File: src/rtl/dlx_mem_pkg.sv
// rtl/dlx_mem_pkg.sv - shared encodings and default widths for the DLX data RAM arbiter
package dlx_mem_pkg;

  localparam int DLX_DATA_W = 32;
  localparam int DLX_ADDR_W = 32;

  typedef enum logic [1:0] {
    ST_IDLE    = 2'd0,
    ST_ACCESS  = 2'd1,
    ST_RD_WAIT = 2'd2
  } arb_state_t;

  typedef enum logic [1:0] {
    OWN_NONE = 2'd0,
    OWN_CPU  = 2'd1,
    OWN_DBG  = 2'd2
  } owner_t;

endpackage

File: src/rtl/dlx_mem_arb_pick.sv
// rtl/dlx_mem_arb_pick.sv - CPU-priority winner select with DBG starvation override
module dlx_mem_arb_pick
  import dlx_mem_pkg::*;
#(
  parameter int STARVE_MAX = 4,
  parameter int CNT_W      = 3
) (
  input  logic             cpu_req,
  input  logic             dbg_req,
  input  logic [CNT_W-1:0] starve_cnt,
  output owner_t           winner
);

  // CPU wins unless a DBG request has already lost STARVE_MAX arbitrations in a row
  always_comb begin
    winner = OWN_NONE;
    if (cpu_req && !(dbg_req && (starve_cnt == CNT_W'(STARVE_MAX)))) begin
      winner = OWN_CPU;
    end else if (dbg_req) begin
      winner = OWN_DBG;
    end
  end

endmodule

File: src/rtl/dlx_mem_arbiter.sv
// rtl/dlx_mem_arbiter.sv - shares the single-port data RAM between the DLX pipeline and the debug port
module dlx_mem_arbiter
  import dlx_mem_pkg::*;
#(
  parameter int DATA_W     = DLX_DATA_W,
  parameter int ADDR_W     = DLX_ADDR_W,
  parameter int RD_LAT     = 1,
  parameter int STARVE_MAX = 4
) (
  input  logic              clock,
  input  logic              reset,
  input  logic              cpu_req,
  input  logic              cpu_we,
  input  logic [ADDR_W-1:0] cpu_addr,
  input  logic [DATA_W-1:0] cpu_wdata,
  output logic [DATA_W-1:0] cpu_rdata,
  output logic              cpu_done,
  output logic              cpu_stall,
  input  logic              dbg_req,
  input  logic              dbg_we,
  input  logic [ADDR_W-1:0] dbg_addr,
  input  logic [DATA_W-1:0] dbg_wdata,
  output logic [DATA_W-1:0] dbg_rdata,
  output logic              dbg_ack,
  output logic [ADDR_W-1:0] ram_addr,
  output logic              ram_we,
  output logic [DATA_W-1:0] ram_wdata,
  input  logic [DATA_W-1:0] ram_rdata
);

  localparam int CNT_W = $clog2(STARVE_MAX + 1);
  localparam int LAT_W = (RD_LAT > 1) ? $clog2(RD_LAT) : 1;

  arb_state_t       state;
  owner_t           owner;
  owner_t           winner;
  logic [CNT_W-1:0] starve_cnt;
  logic [LAT_W-1:0] lat_cnt;
  logic             done_cycle;

  // The requester still holds its old request during its done cycle, so IDLE
  // must not arbitrate then or the finished access would be issued twice.
  assign done_cycle = cpu_done | dbg_ack;

  // The pipeline advances on the same edge that delivers data
  assign cpu_stall = cpu_req & ~cpu_done;

  dlx_mem_arb_pick #(
    .STARVE_MAX (STARVE_MAX),
    .CNT_W      (CNT_W)
  ) u_pick (
    .cpu_req    (cpu_req),
    .dbg_req    (dbg_req),
    .starve_cnt (starve_cnt),
    .winner     (winner)
  );

  // Access FSM: arbitrate, drive the RAM, wait out read latency, return data with a done pulse
  always_ff @(posedge clock) begin
    if (reset) begin
      state      <= ST_IDLE;
      owner      <= OWN_NONE;
      starve_cnt <= '0;
      lat_cnt    <= '0;
      ram_addr   <= '0;
      ram_we     <= 1'b0;
      ram_wdata  <= '0;
      cpu_rdata  <= '0;
      dbg_rdata  <= '0;
      cpu_done   <= 1'b0;
      dbg_ack    <= 1'b0;
    end else begin
      cpu_done <= 1'b0;
      dbg_ack  <= 1'b0;
      case (state)
        ST_IDLE: begin
          if (!done_cycle) begin
            if (!dbg_req || winner == OWN_DBG) begin
              starve_cnt <= '0;
            end else if (winner == OWN_CPU && starve_cnt != CNT_W'(STARVE_MAX)) begin
              starve_cnt <= starve_cnt + 1'b1;
            end
            if (winner == OWN_CPU) begin
              ram_addr  <= cpu_addr;
              ram_we    <= cpu_we;
              ram_wdata <= cpu_wdata;
              owner     <= OWN_CPU;
              state     <= ST_ACCESS;
            end else if (winner == OWN_DBG) begin
              ram_addr  <= dbg_addr;
              ram_we    <= dbg_we;
              ram_wdata <= dbg_wdata;
              owner     <= OWN_DBG;
              state     <= ST_ACCESS;
            end
          end
        end
        ST_ACCESS: begin
          if (ram_we) begin
            ram_we   <= 1'b0;
            cpu_done <= (owner == OWN_CPU);
            dbg_ack  <= (owner == OWN_DBG);
            owner    <= OWN_NONE;
            state    <= ST_IDLE;
          end else begin
            lat_cnt <= LAT_W'(RD_LAT - 1);
            state   <= ST_RD_WAIT;
          end
        end
        ST_RD_WAIT: begin
          if (lat_cnt != '0) begin
            lat_cnt <= lat_cnt - 1'b1;
          end else begin
            if (owner == OWN_CPU) begin
              cpu_rdata <= ram_rdata;
              cpu_done  <= 1'b1;
            end else if (owner == OWN_DBG) begin
              dbg_rdata <= ram_rdata;
              dbg_ack   <= 1'b1;
            end
            owner <= OWN_NONE;
            state <= ST_IDLE;
          end
        end
        default: begin
          state <= ST_IDLE;
          owner <= OWN_NONE;
        end
      endcase
    end
  end

endmodule

File: config.mk
export PLATFORM = sky130hd
export DESIGN_NAME = dlx_mem_arbiter
export DESIGN_NICKNAME = d
export VERILOG_FILES = /design/src/rtl/dlx_mem_pkg.sv /design/src/rtl/dlx_mem_arb_pick.sv /design/src/rtl/dlx_mem_arbiter.sv
export SDC_FILE = /design/constraint.sdc
export NUM_CORES = 1
export LEC_CHECK = 0
export ABC_AREA = 1
export BUFFER_PORTS_ARGS = -buffer_cell sky130_fd_sc_hd__buf_2
export CAP_MARGIN = 40
export CORE_UTILIZATION = 44
export CTS_CLUSTER_DIAMETER = 80
export DETAILED_ROUTE_END_ITERATION = 16
export PLACE_DENSITY = 0.85
export RECOVER_POWER = 50
export SYNTH_ARGS = -nofsm -noshare
export SYNTH_HDL_FRONTEND = slang
export SYNTH_SLANG_ARGS = --single-unit
export TNS_END_PERCENT = 5
File: constraint.sdc
create_clock -name clock -period 3.54 [get_ports clock]
set_clock_uncertainty 0.2 [all_clocks]
set_input_delay 0.177 -clock clock [delete_from_list [all_inputs] [get_ports clock]]
set_output_delay 0.177 -clock clock [all_outputs]
set_load 0.02 [all_outputs]
## After elaboration in Yosys (flattened, before gate mapping)

Cells that the tools add are included.

| cells by class | value |
|---|---|
| eq/ne operators | 13 |
| add/subtract/negate cells | 2 |
| muxes and demuxes | 35 |
| bitwise operators | 6 |
| reductions and logical operators | 19 |

Operators with widths:

| kind | number |
|---|---|
| 32-bit 2-to-1 mux | 4 |
| 2-bit 2-to-1 mux | 11 |
| 3-bit AND reduction | 5 |
| 1-bit 2-to-1 mux | 12 |
| 2-bit case mux with 3 select lines | 2 |
| 2-bit != test (second input constant) | 4 |
| 1-bit case mux with 2 select lines | 4 |
| 4-bit AND reduction | 2 |
| 2-bit nonzero test | 4 |
| 2-bit by 1-bit equality test with 1-bit output (second input constant) | 3 |
| 2-bit equality test (second input constant) | 3 |
| 3-bit 2-to-1 mux | 2 |
| 3-bit != test (second input constant) | 2 |
| 1-bit NOT | 4 |
| 3-bit by 1-bit adder with 3-bit output (second input constant) | 1 |
| 3-bit equality test (second input constant) | 1 |
| 1-bit logical AND | 3 |
| 1-bit logical NOT | 2 |
| 2-bit logical NOT | 1 |
| 2-bit AND reduction | 1 |
| 1-bit bitwise AND | 1 |
| 1-bit logical OR | 1 |
| 1-bit OR | 1 |
| 1-bit subtractor (second input constant) | 1 |

| storage, ports and cells | value |
|---|---|
| bits in registers | 139 |
| output and inout bits | 132 |
| logic and storage cells | 86 |
| input port bits | 166 |

## Longest topological paths before layout

Gate-level depths: netlist of the first run.

| logic depth | value |
|---|---|
| depth in word-level cells | 10 |
| gate-level depth with buffers | 10 |
| depth with buffers taken out | 8 |

## By module

Synthesis of the first run repeated with hierarchy kept, for this count alone.

| unflattened totals | value |
|---|---|
| cell total of the unflattened synthesis | 859 |
| area, all modules | 6013.3 um2 |

Modules (own cells, without submodules):

| module | area an instance (um2) | times used | cells each | seq. area each (um2) |
|---|---|---|---|---|
| dlx_mem_arbiter | 5975.7 | 1 | 852 | 2762.6 |
| dlx_mem_arb_pick | 37.5 | 1 | 7 | 0.0 |

## Least setup slack after synthesis of the first run

OpenSTA, ideal clock, no wires.

| timing path | value |
|---|---|
| path type | register to register |
| start point | register state[0] |
| end point | register ram_wdata[14] |
| slack | 1900 ps |
| clock period less this slack | 1640 ps |
| setup time | 109 ps |
| cell stages (with the launch flop) | 9 |
| required time | 3231 ps |
| data arrival time | 1331 ps |
| buffers on the path | 2 |
| cell sequence | dfxtp_1 > inv_1 > ha_1 > nand3_1 > buf_2 > clkbuf_1 > a21oi_1 > nand2_1 > inv_1 |

| between the ends | value |
|---|---|
| word-level cells in the longest chain between the ends | 2 |

RTL lines:

| item | RTL line | source |
|---|---|---|
| start, declared | dlx_mem_arbiter.sv:34 | `arb_state_t state;` |
| start signal, assigned | dlx_mem_arbiter.sv:61 | `state <= ST_IDLE;` |
| start signal, assigned | dlx_mem_arbiter.sv:88 | `state <= ST_ACCESS;` |
| start signal, assigned | dlx_mem_arbiter.sv:94 | `state <= ST_ACCESS;` |
| 2-bit logical NOT | dlx_mem_arbiter.sv:75 | `case (state)` |
| 3-bit AND reduction (no source line) | - |  |
| end signal, assigned | dlx_mem_arbiter.sv:86 | `ram_wdata <= cpu_wdata;` |
| end signal, assigned | dlx_mem_arbiter.sv:92 | `ram_wdata <= dbg_wdata;` |
| end, declared | dlx_mem_arbiter.sv:27 | `output logic [DATA_W-1:0] ram_wdata,` |

Every way passes these cells.
A chain may end at the register's enable or synchronous reset.

## Worst setup path after layout of the first run

| timing path | value |
|---|---|
| start point | register state[1] |
| end point | register ram_wdata[1] |

The elaborated chain is that of the path after synthesis.

==> results of run 1 <==
worst min-delay path by stage:
stage                          startpoint                         end  slack (ns)
6_report                          dbg_req       state[0]$_SDFFE_PP0P_        0.02
5_1_grt                           dbg_req       state[0]$_SDFFE_PP0P_        0.04
4_1_cts                           dbg_req       state[0]$_SDFFE_PP0P_       0.002
3_5_place_dp   cpu_rdata[28]$_SDFFE_PP0P_  cpu_rdata[28]$_SDFFE_PP0P_        0.23
3_3_place_gp   cpu_rdata[19]$_SDFFE_PP0P_  cpu_rdata[19]$_SDFFE_PP0P_        0.23
2_1_floorplan                ram_rdata[0]   cpu_rdata[0]$_SDFFE_PP0P_        0.17
sequential cells by signal, summed over array words and instances, names as in the netlist:
| name | cells |
|---|---|
| ram_wdata | 32 |
| owner | 2 |
| cpu_done | 1 |
| dbg_rdata | 32 |
| dbg_ack | 1 |
| starve_cnt | 3 |
| state | 2 |
| ram_we | 1 |
| ram_addr | 32 |
| cpu_rdata | 32 |
layout make-up:
class / instances / area (sq um)
Clock inverter: 11 / 96.3
Clock buffer: 20 / 467
Fill cell: 965 / 4050
Antenna cell: 4 / 10.0
Tap cell: 180 / 225
Multi-Input combinational cell: 507 / 2410
Sequential cell: 138 / 2760
Timing Repair Buffer: 470 / 3030
Inverter: 207 / 777
metal layers:
layer  GRT usage (%)  wire length (microns)  vias up
met1            39.3                   9320     3653
met5            4.04                      0        -
li1                -                      -     3703
met3            19.5                   3560      208
met4            24.8                   2010        0
met2            57.3                  11800      730
cells by family (layout without fill, tap and decap cells):
family | count (synthesis) | count (layout) | share of synthesized area, %
other cells | 0 | 4 | 0
simple gates | 305 | 305 | 21.3
compound gates | 197 | 197 | 15.9
buf+inv | 268 | 708 | 17.3
fa+ha+maj | 5 | 5 | 1.01
flops | 138 | 138 | 44.4
power by group:
group | leakage (nW) | total [mW] | internal (mW) | switching [mW]
clock network | 0.278 | 1.70 | 1.02 | 0.687
logic | 3.16 | 1.26 | 0.494 | 0.770
registers | 1.13 | 1.79 | 1.69 | 0.0959
total | 4.57 | 4.76 | 3.20 | 1.55
worst min-delay path, delay by kind of cell:
kind                   cells  cell delay, ns
buffers and inverters      2            0.18
AO/OA/AOI/OAI              1            0.07
AND/OR/NAND/NOR            2            0.16
Yosys cell counts:
cell type | number | share of area (%)
a21boi_0 | 1 | 0.12
a21oi_1 | 130 | 10
buf_1 | 5 | 0.30
buf_2 | 18 | 1.4
buf_4 | 3 | 0.36
buf_6 | 5 | 0.91
clkbuf_1 | 30 | 1.8
dfxtp_1 | 138 | 44
ha_1 | 5 | 1.0
inv_1 | 206 | 12
inv_2 | 1 | 0.060
nand2_1 | 151 | 9.1
nand3_1 | 138 | 11
nand4_1 | 2 | 0.20
nor2_1 | 12 | 0.72
nor4_1 | 2 | 0.20
o21ai_0 | 66 | 5.3
==> flow_summary.toml, run 1 <==
[cts]
clk_pin_slew_worst_paths_ns = 0.06
clockBufferDepth = 2
root_buffer = "clkbuf_16"
cts_setup_buffers = 0
insertion_delay_ns = 0.41
ctsHoldBuffers = 162
cts_num_sinks = 138
numCtsBuffers = 17
cts_tree = "built"
htreeDepth = 4
cts_resized = 0

[synth]
syn_inst = 913
yosysUniqueCellTypes = 17
yosysWarnings = 0
syn_nets = 1084
syn-mean-instance-area_sq_um = 6.81
yosys_register_bits = 138
synth_area_sq_mm = 0.00622
ys_seq_area_share_pct = 44.4

[worst_setup_path]
critPathMaxFanout = 35
reg2reg_to = "ram_wdata[1]$_SDFFE_PP0P_"
rrSetupSlack_ns = 0.48
worstSetupEndpointType = "flop"
endpoint = "ram_wdata[1]$_SDFFE_PP0P_"
cp_cell_sequence = "inv_1, ha_1, nand2_1, nor2_4, buf_4, buf_4, nand3_1, dlygate4sd3_1, nand2_1, inv_1"
critical-path-max-stage-delay_ns = 0.61
path_delay_family = "buffers and inverters"
worst_ep_arrival_time_ns = 3.16
startpoint = "state[1]$_SDFFE_PP0P_"
cp_data_required_time_ns = 3.64
cp_num_buf_inv = 5
reg2reg_from = "state[1]$_SDFFE_PP0P_"
slowest_stage = "dlygate4sd3_1"
crit_type = "flop to flop"
worst_r2r_path_depth = 10
crit_cells = 10
startpoint_type = "flop"

[place]
dp_cells = 1340
dp_slack_ns = 1.21
place_area_sq_mm = 0.00774
port_buffers = 297
dp_hpwl_microns = 12200
gp_congestion = 0.822

[global_route]
antenna_found_initial = 3
grt_pass1_wl_microns = 41600
grt_max_degree = 71
grt_overflow = 0
grt_use_total_pct = 37.3
grt_pass1_vias = 8162

[sta]
fin_setup_tns_ns = 0
final_hold_viol_count = 0
period_needed_ns = 3.06
fin_crit_sh_pct = 86.4
setup_ws_ns = 0.482
holdWs_ns = 0.0223
maxSlewHeadroom_pct = 50.6
worstMarginPinSlew_ns = 0.741
clock.fmax_mhz = 327
drv_slew = 0
rsz0062_at_grt = "no"
setup-violations-final = 0

[pwr]
leakagePower_nw = 4.57
p_per_area_mw_per_mm2 = 487
irDropWorstVdd_v = 0.000314
total_power_mw = 4.76

[floorplan]
core_sq_mm = 0.0138
die_area_sq_mm = 0.0146
die_y_microns = 121
start_util_pct = 45.0
die_x_microns = 121
num_io_pins = 298
num_rows = 43

[route]
wirelength_microns = 26700
vias = 8294
first_pass_iters = 12
drt-vias-per-instance = 5.40
drt_first_iter_violations = 1072
final_antenna_net_count = 0
avgRoutedWirePerCell_microns = 17.4
drcViolationCount = 0

[hold_path]
worstHoldPathType = "input port to flop"
hold_path_depth = 5

[finish]
area_growth_pct = 57.2
final_layout_size_suffix_gt1_share_pct = 15.9
fin_area_sq_mm = 0.00977
finalNonFillerCells = 1537
final_core_util_pct = 70.7
final_net_count = 1512
final_common_cell = "inv_1"
final_cell_mix = "206 x inv_1, 166 x buf_2, 162 x dlygate4sd3_1, 150 x nand2_1, 138 x dfxtp_1"

[flow_run]
maxCapViolations = 0

[outcome]
status = "completed"
(Power assumes the default switching activity.)
==> run 2, diff against run 1 <==
Settings changed: GPL_TIMING_DRIVEN from default to 0.
==> flow_summary.toml, run 2 <==
[outcome]
status = "stopped before the end"
stop_stage = "global routing"
stop_error = "[ERROR GRT-0116] Global routing finished with congestion. Check the congestion regions in the DRC Viewer."

[synth]
yosys.area.top_type_share_pct = 44.4
yosysMostFrequentCell = "inv_1"
yosysUniqueCellTypes = 17
yosysWarnings = 0
synthArstFlopShare_pct = 0
yosys_register_bits = 138
synthFlopType = "dfxtp_1"
synth.top_cells.by_count = "206 x inv_1, 151 x nand2_1, 138 x dfxtp_1, 138 x nand3_1, 130 x a21oi_1"
syn-mean-instance-area_sq_um = 6.81
synth.area.top_cells = "dfxtp_1 44%, inv_1 12%, nand3_1 11%"
synth-edff-count = 0
syn_inst = 913
ys_seq_area_share_pct = 44.4
synth_area_sq_mm = 0.00622
syn_nets = 1084
synth_largest_area_cell = "dfxtp_1"

[global_route]
grt_use_total_pct = 46.2
grt_pass1_vias = 9233
grt_max_degree = 17
grt_pass1_wl_microns = 50000
grt_overflow = 2

[place]
port_buffers = 297
gp_congestion = 0.881
dp_hpwl_microns = 14700

[cts]
clockBufferDepth = 2
cts_setup_buffers = 0
htreeDepth = 4
cts_num_sinks = 138
cts_resized = 0
ctsHoldBuffers = 163
numCtsBuffers = 17
root_buffer = "clkbuf_16"

[floorplan]
die_y_microns = 121
num_rows = 43
start_util_pct = 45.0
num_io_pins = 298
die_x_microns = 121
## run 2: kinds of logic after synthesis
logic type | after synthesis | share of synthesized area [%]
adder cells (fa/ha/maj) | 5 | 1.01
flip-flops | 138 | 44.4
AND/OR/NAND/NOR | 305 | 21.3
AO/OA/AOI/OAI | 197 | 15.9
buffers and inverters | 268 | 17.3
## run 2: metal layers
layer / GRT overflow / track usage (%)
met2: 1 / 67.1
met5: 0 / 6.62
met3: 0 / 27.0
met4: 1 / 34.2
met1: 0 / 48.7
## run 2: through the flow
step / area (sq um) / setup WS, ns / hold slack [ns] / cells
floorplan: 6220 / 1.90 / 0.170 / 913
CTS: 10200 / 1.01 / 0.0576 / 1585
global placement: 7930 / 1.59 / 0.228 / 1390
detailed placement: 7930 / 1.57 / 0.234 / 1390
==> run 3, diff against run 2 <==
Settings changed: CORE_UTILIZATION 44 to 29, CTS_CLUSTER_DIAMETER 80 to default, PLACE_DENSITY 0.85 to default, PLACE_DENSITY_LB_ADDON from default to 0.15.
==> flow_summary.toml, run 3 (same netlist as run 1, synthesis figures left out) <==
[outcome]
status = "completed"

[global_route]
grt-busiest-layer = "met2"
grt_overflow = 0
grt_pass1_wl_microns = 35000
grt_use_met2_pct = 35.7
use_met3_pct = 5.21
grt_pass1_vias = 6966
grt_max_degree = 17
antenna_found_initial = 0
grt_use_total_pct = 20.2
grtUsageMet1_pct = 23.7

[pwr]
p_int_mw = 3.20
seqPwrFrac_pct = 37.9
p_per_area_mw_per_mm2 = 462
swShare_pct = 31.2
irDropWorstVdd_v = 0.000320
p_comb_share_pct = 25.6
power_switching_mw = 1.45
leakagePower_nw = 4.65
clockPowerShare_pct = 36.5

[finish]
final_core_util_pct = 47.9
final_net_count = 1563
diodes = 0
final_common_cell = "inv_1"
fin_area_sq_mm = 0.0101
final_layout_size_suffix_gt1_share_pct = 15.9
final_cell_mix = "206 x inv_1, 183 x buf_2, 163 x clkbuf_1, 163 x dlygate4sd3_1, 151 x nand2_1"
area_growth_pct = 62.1

[sta]
period_needed_ns = 2.49
maxSlewHeadroom_pct = 59.2
fin_setup_tns_ns = 0
drv_slew = 0
setup-violations-final = 0
fin_crit_sh_pct = 70.4
clock.fmax_mhz = 401
rsz0062_at_grt = "no"
worstMarginPinSlew_ns = 0.612
final_hold_viol_count = 0

[flow_run]
maxCapViolations = 0

[cts]
cts_setup_buffers = 0
clk_pin_slew_worst_paths_ns = 0.06
numCtsBuffers = 17
root_buffer = "clkbuf_16"
clockBufferDepth = 2
htreeDepth = 4
cts_tree = "built"
cts_resized = 0
cts_num_sinks = 138
insertion_delay_ns = 0.41

[route]
first_pass_iters = 6
wirelength_microns = 22500
drt-vias-per-instance = 4.35
final_antenna_net_count = 0
vias = 7307
drcViolationCount = 0
drt_first_iter_violations = 232
avgRoutedWirePerCell_microns = 13.4

[floorplan]
num_io_pins = 298
die_area_sq_mm = 0.0220
num_rows = 53
core_sq_mm = 0.0210
start_util_pct = 29.6
die_x_microns = 148
die_y_microns = 148

[worst_setup_path]
critPathMaxFanout = 10
startpoint = "starve_cnt[0]$_SDFFE_PP0P_"
rrSetupSlack_ns = 1.05
reg2reg_from = "starve_cnt[0]$_SDFFE_PP0P_"
critical-path-max-stage-delay_ns = 0.55
cp_cell_sequence = "inv_1, ha_1, nand3_1, buf_2, clkbuf_1, nand3_1, nand3_1, dlygate4sd3_1, nand2_1, inv_1"
worst_ep_arrival_time_ns = 2.65
startpoint_type = "flop"
cp_data_required_time_ns = 3.69
crit_top_cell = "nand3_1"
worstSetupEndpointType = "flop"
slowest_stage = "dlygate4sd3_1"
crit_type = "flop to flop"

[place]
dp_hpwl_microns = 16100
port_buffers = 297
gp_congestion = 0.861
place_area_sq_mm = 0.00805

[hold_path]
worstHoldPathType = "input port to flop"
min-delay-start = "cpu_req"
[run 3: final timing paths]
kind,end,cells after the start
min,state[0]$_SDFFE_PP0P_,5
min reg2reg,cpu_rdata[27]$_SDFFE_PP0P_,2
max reg2reg,ram_wdata[22]$_SDFFE_PP0P_,10
max,ram_wdata[22]$_SDFFE_PP0P_,10
[run 3: power by group through the flow]
stage	clock [mW]	combinational, mW	sequential [mW]
detailed placement	0	0.990	1.80
CTS	1.76	1.23	1.76
floorplan	0	0.455	1.95
finish	1.70	1.19	1.77
global placement	0	0.992	1.79
global route	1.82	1.32	1.78
[run 3: layout make-up]
cell class | count | area, sq um
Timing Repair Buffer | 460 | 2950
Multi-Input combinational cell | 507 | 2380
Inverter | 207 | 777
Tap cell | 275 | 344
Sequential cell | 138 | 2760
Buffer | 61 | 300
Fill cell | 2254 | 10900
Clock buffer | 19 | 443
Clock inverter | 13 | 120
[run 3: through the flow]
| step | hold WS [ns] | power (mW) | setup slack, ns | std cells |
|---|---|---|---|---|
| final | 0.0973 | 4.66 | 1.05 | 1680 |
| after global routing | 0.0971 | 4.93 | 0.818 | 1680 |
| after CTS | 0.0687 | 4.74 | 1.03 | 1680 |
| after detailed placement | 0.235 | 2.79 | 1.52 | 1485 |
| after global placement | 0.229 | 2.78 | 1.52 | 1485 |
| after floorplan | 0.170 | 2.41 | 1.90 | 913 |
[run 3: repair_timing]
action                                  4_1_cts  5_1_grt
hold buffers                                163        0
endpoints found under the hold margin       133        0
endpoints found under the setup margin        0        0
[run 3: critical path: cells and delay by family, from the launching register on]
kind                       cells  cell delay, ns
and+or+nand+nor                4            0.40
DFF                            1            0.35
buffers and inverters          5            1.31
adders and majority gates      1            0.19
[run 3: layer usage]
metal | share of wire, % | vias up
met1 | 44 | 3250
li1 | - | 3813
met5 | 0 | -
met4 | 0.89 | 0
met3 | 6.2 | 15
met2 | 49 | 229
